File: config.mk
export PLATFORM = sky130hd
export DESIGN_NAME = csr_unit_mw
export DESIGN_NICKNAME = d
export VERILOG_FILES = /design/src/rtl/csr_unit_mw.sv
export SDC_FILE = /design/constraint.sdc
export NUM_CORES = 1
export LEC_CHECK = 0
export CAP_MARGIN = 25
export CORE_UTILIZATION = 55
export CTS_BUF_LIST = sky130_fd_sc_hd__clkbuf_16
export DETAILED_ROUTE_END_ITERATION = 10
export DONT_BUFFER_PORTS = 1
export PLACE_DENSITY = 0.75
export SLEW_MARGIN = 20
export SYNTH_ARGS = -nofsm -noshare
export SYNTH_HDL_FRONTEND = slang
export SYNTH_SLANG_ARGS = --single-unit
File: constraint.sdc
create_clock -name clk -period 4.15 [get_ports clk]
set_input_delay 1.245 -clock clk [delete_from_list [all_inputs] [get_ports clk]]
set_output_delay 1.245 -clock clk [all_outputs]
set_load 0.1 [all_outputs]
File: src/rtl/csr_unit_mw.sv
// Machine-mode CSR file and trap controller for the Memory/Writeback stage.
// Executes Zicsr ops and MRET, takes timer/external interrupts, and drives the flush/redirect strobe.
module csr_unit_mw #(
    parameter logic [31:0] RESET_MTVEC = 32'h0000_0000
) (
    input  logic        clk,
    input  logic        rst,
    input  logic [31:0] Instruction_DE,
    input  logic [31:0] ALU_result_DE,
    input  logic [31:0] PC_F,
    input  logic        Stall_MW,
    input  logic        timer_irq,
    input  logic        ext_irq,
    output logic [31:0] csr_rdata,
    output logic        csr_flush,
    output logic [31:0] csr_redirect
);
    localparam logic [6:0]  OP_SYSTEM = 7'b1110011;
    localparam logic [31:0] MRET_INSN = 32'h3020_0073;
    localparam logic [11:0] A_MSTATUS = 12'h300;
    localparam logic [11:0] A_MIE     = 12'h304;
    localparam logic [11:0] A_MTVEC   = 12'h305;
    localparam logic [11:0] A_MEPC    = 12'h341;
    localparam logic [11:0] A_MCAUSE  = 12'h342;
    localparam logic [11:0] A_MIP     = 12'h344;
    localparam logic [11:0] A_MCYCLE  = 12'hB00;
    localparam logic [11:0] A_MCYCLEH = 12'hB80;

    typedef enum logic {RUN, DRAIN} state_e;

    state_e      state_q, state_d;
    logic        mst_mie_q, mst_mie_d, mst_mpie_q, mst_mpie_d;
    logic [31:0] mie_q, mie_d, mtvec_q, mtvec_d, mepc_q, mepc_d, mcause_q, mcause_d;
    logic [63:0] mcycle_q, mcycle_d, mcycle_inc;

    logic [11:0] addr;
    logic [1:0]  op;
    logic        csr_op, is_mret, wr_en, irq_pend, ext_pend, take_mret, take_irq;
    logic [31:0] mip_w, csr_old, wnew;
    logic        unused_ok;

    assign addr      = Instruction_DE[31:20];
    assign op        = Instruction_DE[13:12];
    assign csr_op    = (Instruction_DE[6:0] == OP_SYSTEM) && (op != 2'b00);
    assign is_mret   = (Instruction_DE == MRET_INSN);
    assign unused_ok = ^{Instruction_DE[14], Instruction_DE[11:7], PC_F[1:0]};

    // Set/clear with rs1 == x0 are pure reads and must not touch the CSR.
    assign wr_en = rst && csr_op && !Stall_MW && ((op == 2'b01) || (Instruction_DE[19:15] != 5'd0));

    assign mip_w     = {20'd0, ext_irq, 3'd0, timer_irq, 7'd0};
    assign irq_pend  = mst_mie_q && ((mie_q & mip_w) != 32'd0);
    assign ext_pend  = ext_irq && mie_q[11];
    assign take_mret = rst && (state_q == RUN) && !Stall_MW && is_mret;
    assign take_irq  = rst && (state_q == RUN) && !Stall_MW && !is_mret && irq_pend;

    always_comb begin
        csr_old = 32'd0;
        case (addr)
            A_MSTATUS: csr_old = {24'd0, mst_mpie_q, 3'd0, mst_mie_q, 3'd0};
            A_MIE:     csr_old = mie_q;
            A_MTVEC:   csr_old = mtvec_q;
            A_MEPC:    csr_old = mepc_q;
            A_MCAUSE:  csr_old = mcause_q;
            A_MIP:     csr_old = mip_w;
            A_MCYCLE:  csr_old = mcycle_q[31:0];
            A_MCYCLEH: csr_old = mcycle_q[63:32];
            default:   csr_old = 32'd0;
        endcase
    end

    always_comb begin
        wnew = csr_old;
        case (op)
            2'b01:   wnew = ALU_result_DE;
            2'b10:   wnew = csr_old | ALU_result_DE;
            2'b11:   wnew = csr_old & ~ALU_result_DE;
            default: wnew = csr_old;
        endcase
    end

    assign csr_rdata    = (rst && csr_op) ? csr_old : 32'd0;
    assign csr_flush    = take_mret || take_irq;
    assign csr_redirect = take_mret ? mepc_q : (take_irq ? mtvec_q : 32'd0);

    always_comb begin
        state_d    = RUN;
        mst_mie_d  = mst_mie_q;
        mst_mpie_d = mst_mpie_q;
        mie_d      = mie_q;
        mtvec_d    = mtvec_q;
        mepc_d     = mepc_q;
        mcause_d   = mcause_q;
        mcycle_inc = mcycle_q + 64'd1;
        mcycle_d   = mcycle_inc;
        if (wr_en) begin
            case (addr)
                A_MSTATUS: begin mst_mie_d = wnew[3]; mst_mpie_d = wnew[7]; end
                A_MIE:     mie_d    = wnew & 32'h0000_0880;
                A_MTVEC:   mtvec_d  = {wnew[31:2], 2'b00};
                A_MEPC:    mepc_d   = {wnew[31:2], 2'b00};
                A_MCAUSE:  mcause_d = wnew;
                // The other half keeps counting, so a low-half write still carries upward.
                A_MCYCLE:  mcycle_d = {mcycle_inc[63:32], wnew};
                A_MCYCLEH: mcycle_d = {wnew, mcycle_inc[31:0]};
                default:   ;
            endcase
        end
        // Trap side effects land after the retiring CSR op, so they override its mstatus/mepc/mcause write.
        if (take_mret) begin
            mst_mie_d  = mst_mpie_q;
            mst_mpie_d = 1'b1;
            state_d    = DRAIN;
        end else if (take_irq) begin
            mepc_d     = {PC_F[31:2], 2'b00};
            mcause_d   = ext_pend ? 32'h8000_000B : 32'h8000_0007;
            mst_mpie_d = mst_mie_q;
            mst_mie_d  = 1'b0;
            state_d    = DRAIN;
        end
    end

    always_ff @(posedge clk) begin
        if (!rst) begin
            state_q    <= RUN;
            mst_mie_q  <= 1'b0;
            mst_mpie_q <= 1'b0;
            mie_q      <= 32'd0;
            mtvec_q    <= {RESET_MTVEC[31:2], 2'b00};
            mepc_q     <= 32'd0;
            mcause_q   <= 32'd0;
            mcycle_q   <= 64'd0;
        end else begin
            state_q    <= state_d;
            mst_mie_q  <= mst_mie_d;
            mst_mpie_q <= mst_mpie_d;
            mie_q      <= mie_d;
            mtvec_q    <= mtvec_d;
            mepc_q     <= mepc_d;
            mcause_q   <= mcause_d;
            mcycle_q   <= mcycle_d;
        end
    end
endmodule

======== Word level (Yosys, flattened, before mapping) ========
Index checks and enable logic that the tools add are counted.
operators by class
  eq/ne operators ......................... 13
  $add $sub $neg .......................... 1
  reduce and logical (&&, ||, !) cells .... 23
  mux-type cells .......................... 26
  bitwise operators ....................... 5
operators with widths
  kind                     count
  $mux W32                 11
  $pmux W32 S8             1
  $pmux W64 S2             1
  $pmux W32 S3             1
  $eq A12 B10 Y1 const B   6
  $add A64 B1 Y64 const B  1
  $mux W64                 1
  $and A32 B32 Y32         1
  $eq A32 B30 Y1 const B   1
  $not A32 Y32             1
  $or A32 B32 Y32          1
  $reduce_bool A32 Y1      1
  $eq A12 B12 Y1 const B   2
  $and A12 B12 Y12         1
  $logic_and A1 B1 Y1      11
  $mux W1                  10
  $eq A7 B7 Y1 const B     1
  $reduce_and A2 Y1        3
  $reduce_bool A3 Y1       2
  $reduce_bool A5 Y1       1
  $eq A2 B2 Y1 const B     2
  $mux W4                  1
  $eq A2 B1 Y1 const B     1
  $logic_not A1 Y1         2
  3 further kinds          4
word-level totals
  bits in registers ....................... 163

======== Depth between registers and ports, before layout ========
  depth after elaboration ................. 8
  mapped depth ............................ 9
  gate-level depth less buffers ........... 7

======== Worst setup path before layout ========
No wires, ideal clock.
  path kind ............................... in2out
  start ................................... in Instruction_DE[31]
  end ..................................... out csr_rdata[15]
  path slack .............................. -1524 ps
  path buffers ............................ 3
  stages on the path ...................... 7
  arrival ................................. 4429 ps
  path through ............................ clkbuf_1 or4b_2 nor4_2 buf_4 buf_2 nand2_1 a31oi_1
on the way
  longest elaborated chain between the ends .. 3
  elaborated cells on any way between the ends .. 10
  those cells by class .................... eq/ne (8); mux (2)
RTL lines
  what                                                     RTL line  RTL
  from (decl)                                              8         input logic [31:0] Instruction_DE,
  $eq A12 B12 Y1 / $eq A12 B10 Y1 (equally long branches)  59        case (addr)
  $pmux W32 S8 *                                           59
  $mux W32 *                                               82        assign csr_rdata = (rst && csr_op) ? csr_old : 32'd0;
  to (decl)                                                14        output logic [31:0] csr_rdata,
Mark *: on every way between the ends. The rest lies on a longest branch, timed or not.

======== Worst setup path in the final report ========
  start ................................... in Instruction_DE[20]
  end ..................................... out csr_rdata[31]
Same word-level chain as after synthesis.

==> reports/summary.txt <==
CTS tree - done
Hpwl dp - 26600 µm
Clock slew at reported path FFs - 0.07 ns
Antenna violations before repair - 1
Maximum VDD drop - 309 µV
Min-Delay Path Class - flop to flop
Total gr overflow - 0
Vias in the first global route - 10800
Row count - 48
Synth area leader - dfxtp_1
Critical Path Source Type - primary input
CTS Buf Count - 17
Initial Util - 57.1%
Netlist Area Pre-Place - 10000 µm²
RSZ-0062 raised after global routing - true
Global Route Usage Sum - 45.6%
Final setup TNS - -6.76 ns
Routed vias - 11400
Period utilization - 105%
Pre-CTS setup slack - -0.203 ns
Layout cells sized above 1 - 24.9%
CTS HTree Levels - 4
Fmax achieved - 230 MHz
Crit path time final - 4.34 ns
Worst Setup End Kind - output port
Main flop type after synthesis - dfxtp_1
Synth async-reset ratio - 0%
Slew headroom - 38.8%
PortBufs - 0
1st-pass router iterations - 8
Final nets - 1445
Library cells used by synthesis - 66
Number of I/O pins - 166
Mapped Cells - 1287
Yosys warns - 0
CP Data Arrival Time - 3.10 ns
Register bit total from synthesis - 163
RD Place Congestion - 1.00
Final setup viols - 57
Crit Path Max Fanout - 12
Leak - 4.65 nW
CP bufs+invs - 5
Final WL - 43000 µm
Status - complete, but fails checks
Hold_buf cts - 0
Mean post-synth cell area - 7.78 µm²
Largest net degree at the start of global routing - 51
Final Max Slew Viols - 0
Post-route worst setup slack - -0.192 ns
Commonest cells after routing, fill and taps aside - dfxtp_1, nand2_1, nor2_1
Leading post-synthesis cells by cell area - dfxtp_1, xnor2_1, nand2_1
Most common cell after layout, fill and taps aside - dfxtp_1
Starting DRT DRC Count - 1485
Sink Count - 163
Cells along the critical path - or4_4, buf_6, nor4_4, buf_6, buf_12, buf_16, nand2_4, a31oi_4, buf_12
Synthesis-to-layout area growth - 35.3%
Critical path class - primary input to output port
WL/cell - 27.2 µm
Final hold violation count - 0
Pwr Density - 258 nW/µm²
Core area - 17500 µm²
Worst-Margin Slew - 0.918 ns
EDFF count, synth - 0
CP max stage cell - or4_4
Filler instances - 1176
Yosys top cell area share - 32.6%
Die Wd - 137 µm
Seq/Total Area, Yosys - 32.6%
Die ar. - 18700 µm²
Worst Path Required - 2.90 ns
Failing checks - negative setup slack
Longest Clk Path Bufs - 2
Max-Cap Viols - 0
Root Driver - clkbuf_16
Antenna Violating Nets Remaining - 0
Crit path max-delay family - simple AND/OR/NAND/NOR gates
Critical path's largest stage delay - 0.55 ns
Die H - 137 µm
Net count after synthesis - 1389
Later-pin clock latency in the skew report - 0.45 ns
Final Skew - 0.00967 ns
Vias/cell - 7.21
Residual DRC - 0
First-pass GRT wire length - 63100 µm
-- where the power goes --
part / internal (mW) / total (mW) / switching [mW]
Clock: 1.00 / 1.70 / 0.699
Combinational: 0.0826 / 0.232 / 0.149
Sequential: 1.57 / 1.57 / 0.00289
Total: 2.65 / 3.50 / 0.851
-- synthesized netlist by cell type, types with 6 or more instances --
library cell,number
xnor2_1,78
o21ai_0,44
buf_1,8
and3_1,9
buf_2,16
nor2_1,126
a222oi_1,7
clkbuf_1,78
a22o_1,52
nor4_1,13
nand4_1,19
a21oi_1,62
a221oi_1,17
o22ai_1,27
nor3_1,30
nand3_1,69
dfxtp_1,163
mux2_2,13
xor2_1,16
o211ai_1,15
and2_1,15
mux2i_1,23
a31oi_1,19
a211oi_1,53
nand2_1,166
o22a_1,6
nand3b_1,6
and4_1,7
inv_1,19
a22oi_1,33
-- final cells by class --
type	count	area (µm²)	share of cell area [%]
diodes	1	2.50	0.0185
clock buffers	17	425	3.14
clock inverters	15	189	1.39
inverters	19	71.3	0.526
multi-input cells	998	7310	53.9
flip-flops and latches	163	3260	24.1
well taps	225	282	2.08
repair buffers	144	2010	14.8
-- per-layer routing --
| metal | track usage, % | share of wire, % | vias up |
|---|---|---|---|
| met4 | 32.3 | 7.8 | 0 |
| met5 | 0 | 0 | - |
| met2 | 68.8 | 43 | 964 |
| met3 | 15.3 | 14 | 267 |
| met1 | 54.3 | 35 | 5326 |
| li1 | - | - | 4854 |
-- worst reg2reg max path, delay by kind of cell, from the launching register on --
family | cells | cell delay (ns)
and+or+nand+nor | 4 | 1.85
adders and majority gates | 1 | 0.20
DFF | 1 | 0.40
xor gates and xnor gates | 1 | 0.18
AOI/OAI and AO/OA | 1 | 0.10
-- state kept, by name (all words and copies together) (netlist names) --
| name | cells |
|---|---|
| mie_q | 2 |
| mst_mpie_q | 1 |
| mcause_q | 32 |
| mcycle_q | 64 |
| mst_mie_q | 1 |
| mepc_q | 32 |
| mtvec_q | 30 |
| state_q | 1 |
-- path summary, 6_finish.rpt --
path	cells past startpoint	to	slack, ns	from
worst min register to register	2	mcause_q[5]	0.47	mcause_q[5]
worst min-delay path	2	mcause_q[5]	0.47	mcause_q[5]
worst max register to register	7	mcycle_q[40]	1.27	mcycle_q[0]
worst max-delay path	9	csr_rdata[31]	-0.19	Instruction_DE[20]
-- metrics by stage --
stage | cell area [µm²] | power [mW] | std cells | hold WS (ns) | utilization (%)
finish | 13500 | 3.50 | 1582 | 0.471 | 77.3
global route | 13500 | 3.56 | 1582 | 0.480 | 77.3
floorplan | 10900 | 1.78 | 1287 | 0.432 | -
CTS | 13400 | 3.46 | 1568 | 0.461 | 76.3
global placement | 12100 | 1.82 | 1515 | 0.441 | 68.9
detailed placement | 12100 | 1.82 | 1515 | 0.451 | 68.9
-- kinds of logic (layout without fill, tap and decap cells) --
| family | Yosys count | after routing | synth area share, % |
|---|---|---|---|
| AND/OR/NAND/NOR | 509 | 509 | 24.9 |
| adder cells (fa/ha/maj) | 1 | 1 | 0.125 |
| other | 0 | 1 | 0 |
| buffers and inverters | 126 | 195 | 5.22 |
| XOR/XNOR | 94 | 94 | 8.22 |
| multiplexers | 36 | 36 | 3.76 |
| flip-flops | 163 | 163 | 32.6 |
| AO/OA/AOI/OAI | 358 | 358 | 25.2 |
-- what timing repair did --
action | 4_1_cts | 5_1_grt
pin swaps | 33 | 34
buffers inserted | 12 | 13
setup endpoints to repair | 64 | 64
resized for setup | 59 | 13
gates cloned | 9 | 3
No activity file was read; power rests on OpenSTA's default activity.
